$ cat src/rtl/addr_sweep_ctrl.sv
// addr_sweep_ctrl: paces one march element across the PMBIST address space.
// Drives the address_counter controls (s/r/hold/updwn) and op_valid/op_idx
// for the operation generator.
// Ports: clk/rst (sync, active-high); start_in/dir_in/nops_in/prmode_in
// sampled in IDLE; abort_in kills a sweep; s_out/r_out/hold_out/updwn_out
// to the counter; op_valid_out/op_idx_out pacing; busy_out/done_out status.
// Latency: LOAD one cycle after start, first op slot the cycle after that,
// and done_out N*nops cycles later. No backpressure: the sweep free-runs
// until completion or abort.
module addr_sweep_ctrl #(
    parameter int TASW = 8,
    parameter int OPW  = 3
) (
    input  logic           clk,
    input  logic           rst,
    input  logic           start_in,
    input  logic           dir_in,
    input  logic [OPW-1:0] nops_in,
    input  logic           prmode_in,
    input  logic           abort_in,
    output logic           s_out,
    output logic           r_out,
    output logic           hold_out,
    output logic           updwn_out,
    output logic           op_valid_out,
    output logic [OPW-1:0] op_idx_out,
    output logic           busy_out,
    output logic           done_out
);

    // Direction codes shared with address_counter.
    localparam logic ADDR_UP   = 1'b1;
    localparam logic ADDR_DOWN = 1'b0;

    // Linear sweeps visit 2^TASW addresses, LFSR sweeps skip the all-zero
    // state and visit one fewer.
    localparam logic [TASW-1:0] VISIT_LAST_LIN = {TASW{1'b1}};
    localparam logic [TASW-1:0] VISIT_LAST_PR  = {{(TASW-1){1'b1}}, 1'b0};

    typedef enum logic [1:0] {
        ST_IDLE = 2'd0,
        ST_LOAD = 2'd1,
        ST_OPS  = 2'd2,
        ST_DONE = 2'd3
    } state_t;

    state_t          state_q, state_d;
    logic            dir_q, dir_d;
    logic            prm_q, prm_d;
    logic [OPW-1:0]  nops_q, nops_d;
    logic [OPW-1:0]  op_cnt_q, op_cnt_d;
    logic [TASW-1:0] visit_q, visit_d;
    logic            updwn_q, updwn_d;

    logic            op_last;
    logic            last_addr;

    always_ff @(posedge clk) begin
        if (rst) begin
            state_q  <= ST_IDLE;
            dir_q    <= ADDR_UP;
            prm_q    <= 1'b0;
            nops_q   <= '0;
            op_cnt_q <= '0;
            visit_q  <= '0;
            updwn_q  <= ADDR_UP;
        end else begin
            state_q  <= state_d;
            dir_q    <= dir_d;
            prm_q    <= prm_d;
            nops_q   <= nops_d;
            op_cnt_q <= op_cnt_d;
            visit_q  <= visit_d;
            updwn_q  <= updwn_d;
        end
    end

    // nops_q is never 0 once a sweep has started, so nops_q-1 cannot wrap
    // while in OPS.
    assign op_last   = (op_cnt_q == (nops_q - OPW'(1)));
    assign last_addr = prm_q ? (visit_q == VISIT_LAST_PR)
                             : (visit_q == VISIT_LAST_LIN);

    always_comb begin
        state_d      = state_q;
        dir_d        = dir_q;
        prm_d        = prm_q;
        nops_d       = nops_q;
        op_cnt_d     = op_cnt_q;
        visit_d      = visit_q;
        updwn_d      = updwn_q;

        s_out        = 1'b0;
        r_out        = 1'b0;
        hold_out     = 1'b1;
        updwn_out    = updwn_q;
        op_valid_out = 1'b0;
        op_idx_out   = '0;
        busy_out     = 1'b1;
        done_out     = 1'b0;

        unique case (state_q)
            ST_IDLE: begin
                busy_out = 1'b0;
                if (start_in && !abort_in) begin
                    dir_d   = dir_in;
                    prm_d   = prmode_in;
                    nops_d  = (nops_in == '0) ? OPW'(1) : nops_in;
                    state_d = ST_LOAD;
                end
            end

            ST_LOAD: begin
                s_out     = (dir_q == ADDR_UP);
                r_out     = (dir_q == ADDR_DOWN);
                hold_out  = 1'b0;
                updwn_out = dir_q;
                // Remember the direction so IDLE/DONE keep driving it.
                updwn_d   = dir_q;
                op_cnt_d  = '0;
                visit_d   = '0;
                state_d   = ST_OPS;
            end

            ST_OPS: begin
                op_valid_out = 1'b1;
                op_idx_out   = op_cnt_q;
                updwn_out    = dir_q;
                // Release hold only on the final op of a non-final address so
                // the counter steps on the edge that closes that op slot.
                hold_out     = !(op_last && !last_addr);
                if (!op_last) begin
                    op_cnt_d = op_cnt_q + OPW'(1);
                end else if (!last_addr) begin
                    op_cnt_d = '0;
                    visit_d  = visit_q + TASW'(1);
                end else begin
                    state_d  = ST_DONE;
                end
            end

            ST_DONE: begin
                done_out = 1'b1;
                state_d  = ST_IDLE;
            end

            default: begin
                state_d = ST_IDLE;
            end
        endcase

        // Abort beats every other transition; in IDLE it already blocks start.
        if (abort_in && (state_q != ST_IDLE)) begin
            state_d = ST_IDLE;
        end
    end

endmodule

$ cat config.mk
export PLATFORM = sky130hd
export DESIGN_NAME = addr_sweep_ctrl
export DESIGN_NICKNAME = d
export VERILOG_FILES = /design/src/rtl/addr_sweep_ctrl.sv
export SDC_FILE = /design/constraint.sdc
export NUM_CORES = 1
export LEC_CHECK = 0
export ABC_AREA = 0
export CORE_MARGIN = 4
export CORE_UTILIZATION = 35
export CTS_BUF_LIST = sky130_fd_sc_hd__clkbuf_8
export DETAILED_ROUTE_END_ITERATION = 12
export GPL_TIMING_DRIVEN = 0
export PLACE_DENSITY_LB_ADDON = 0.2
export SYNTH_ARGS = -nofsm -noshare
export SYNTH_HDL_FRONTEND = slang
export SYNTH_SLANG_ARGS = --single-unit
$ cat constraint.sdc
create_clock -name clk -period 3.6 [get_ports clk]
set_clock_uncertainty 0.2 [all_clocks]
set_input_delay 0.54 -clock clk [delete_from_list [all_inputs] [get_ports clk]]
set_output_delay 0.54 -clock clk [all_outputs]
set_load 0.05 [all_outputs]
==> metrics <==
Worst-Margin Slew between 600 and 700 ps; metal3 WL 143 µm; largest net degree at the start of global routing 12; Worst-Skew Late Latency about 260 ps; slowest stage delay, CP 790 ps; power per cell area 546 mW/mm²; Port-buffer cells 18; Syn Inst Count 132; Final Routed Wirelength 2.66 mm; Syn-to-layout area delta 25.3%; clock tree from TritonCTS yes; Worst Hold Class flop to flop; Synth Cell Area 0.00115 mm²; syn_area_per_cell 8.68 µm²; Clock transition at path regs approximately 70 ps; Nets 172; Reg power frac 32.1%; hold path depth 1; YS warnings 0; antenna violations before repair 0; switching pwr 0.335 mW; IO Count 19; Syn Nets 149; via count 1075; Post-synth EDFFs 0; register area share after synthesis 33.2%; Clock Power Share 19.1%; DP HPWL slightly above 2 mm; vias in the first global route 1077; M1 WL 1.24 mm; clock tree buffer depth 2; DRT antenna net count 0; CP cell instances inv_1 -> ha_1 -> clkbuf_1 -> and2_1 -> clkdlybuf4s50_1; drt wl/cell 13.4 µm; first-pass GRT wire length 4.64 mm; top post-synthesis cells by area dfxtp_1 (33%), ha_1 (8.7%), mux2i_1 (4.4%); post-synth top area cell dfxtp_1; area of the multi-input gates 707 µm²; period utilisation layout 87.6%; diode count 0; Crit Path Class flop to output port; outcome finished, final reports clean; clock sink total 19; RSZ-0062 raised after global routing no; R2R depth 7; relative slew slack between 50% and 60%; cts bufs inserted 3; worst IR drop on VDD 0.324 mV; chip width 65.2 µm; Async SR Flop Fraction 0%; initial drt markers 71; Final Max Tran Viols 0; Worst EP required between 2000 and 3000 ps; Root Driver clkbuf_8; H-Tree Level Count 1; met2 WL 1.25 mm; Final min period 3150 ps; DP Area 0.00138 mm²; post-route setup TNS 0 ps; Crit path arrival time approximately 2400 ps; post-synthesis register bit count 19; max_cap viols 0; grt total ovfl 0; P_int 0.449 mW; Gate power share about half; die height 65.2 µm; top-area cell type share of the netlist area 33.2%; 1st-pass router iterations 4; max layer used met4; core area 0.00310 mm²; top fanout value on the critical path 10; Crit. End Element output port; Final Hold Fails 0; cell area after layout 0.00144 mm²; Cell variety after synth 43; total global-route track usage 14.0%; share of cells above drive strength 1 7.14%; Seq. cell area about 380 µm²; routability cong. approximately 0.85; Pwr Total 0.785 mW; type of origin of the critical path flop; # setup viols final 0; highest clock rate ~320 MHz; ys flop type dfxtp_1; Switching Fraction 42.7%; drt drc 0; Vias/cell 5.43; row cnt 20; starting density of the core 36.9%; leakage power 0.516 nW; Min Hold Slack 239 ps; FILL cells 330; CP max stage cell clkdlybuf4s50_1; die area 0.00425 mm²
## routing by layer
metal	vias up	global-route usage (%)
met1	510	17.1
met3	5	4.44
met4	0	5.70
met2	21	22.8
met5	-	0
li1	539	-
## synth_stat cells (2+ instances only)
| cell type | number |
|---|---|
| or3_1 | 2 |
| nand3_1 | 4 |
| nand2_1 | 9 |
| dfxtp_1 | 19 |
| clkbuf_1 | 3 |
| and2_1 | 4 |
| nor4_1 | 2 |
| o211ai_1 | 6 |
| xnor2_1 | 3 |
| a31oi_1 | 6 |
| or4_1 | 4 |
| nand4_1 | 3 |
| or2_2 | 2 |
| mux2i_1 | 5 |
| inv_1 | 13 |
| o21ai_0 | 2 |
| a21oi_1 | 4 |
| ha_1 | 8 |
| nor3_1 | 2 |
| nor2_1 | 8 |
## flip-flops by register name (all words and copies together) (netlist names)
register and count:
state_q 2, nops_q 3, visit_q 8, prm_q 1, updwn_q 1, dir_q 1
op_cnt_q 3
## per-stage QoR
step / utilization [%] / worst slack (ps) / instances
after floorplan: - / 390 / 132
after global placement: 44.5 / 435 / 194
after detailed placement: 44.5 / 437 / 194
after CTS: 46.0 / 137 / 198
after global routing: 46.3 / 296 / 198
final: 46.3 / 447 / 198
## final timing paths
| kind | from | slack [ps] | endpoint |
|---|---|---|---|
| worst max register to register | nops_q[0]$_SDFFE_PP0P_ | 1300 | visit_q[5]$_SDFFE_PP0P_ |
| worst min-delay path | visit_q[6]$_SDFFE_PP0P_ | 240 | visit_q[6]$_SDFFE_PP0P_ |
| worst min register to register | visit_q[6]$_SDFFE_PP0P_ | 240 | visit_q[6]$_SDFFE_PP0P_ |
| worst max-delay path | state_q[0]$_SDFFE_PP0P_ | 450 | op_idx_out[0] |
## power groups by stage
stage          registers, mW  logic, mW  clock network, mW
2_1_floorplan          0.253      0.277                  0
3_3_place_gp           0.257      0.375                  0
3_5_place_dp           0.257      0.380                  0
4_1_cts                0.252      0.381              0.157
5_1_grt                0.256      0.416              0.167
6_report               0.252      0.383              0.150
## worst max-delay path, delay by kind of cell, from the launching register on
family        cells  cell delay (ps)
simple gates      1              190
flops             1              330
fa+ha+maj         1              330
buf+inv           3             1290
## layout by cell type (no fill, tap or decap), types with 2 or more instances in the layout
cell type,n
clkbuf_8,3
nor3_1,2
nand4_1,3
nand2_1,9
ha_1,8
dfxtp_1,19
clkdlybuf4s50_1,17
or4_1,4
and2_1,4
inv_1,13
o21ai_0,2
mux2i_1,5
nand3_1,4
xnor2_1,3
nor2_1,8
a21oi_1,4
nor4_1,2
or3_1,2
clkbuf_1,3
a31oi_1,6
o211ai_1,6
or2_2,2
## area by class of cell
class,count,share of cell area (%)
tap,44,3.83
clock inverter,1,0.348
multi-input combinational,96,49.2
clock buffer,3,2.87
timing repair buffer,18,12.7
inverter,13,3.40
buffer,4,1.13
sequential,19,26.5
## timing repair
action / CTS / global route
hold buffers: 0 / 0
setup buffers: 0 / 0
endpoints found under the setup margin: 0 / 1
gates resized for setup: 0 / 2
## cell families after synthesis
family	count (synthesis)	share of synthesized area (%)
AND/OR/NAND/NOR	45	21.6
AO/OA/AOI/OAI	33	21.1
flip-flops	19	33.2
buffers and inverters	17	5.68
adder cells (fa/ha/maj)	8	8.73
multiplexers	6	5.35
XOR/XNOR	4	4.37
No activity file was read; power rests on OpenSTA's default activity.
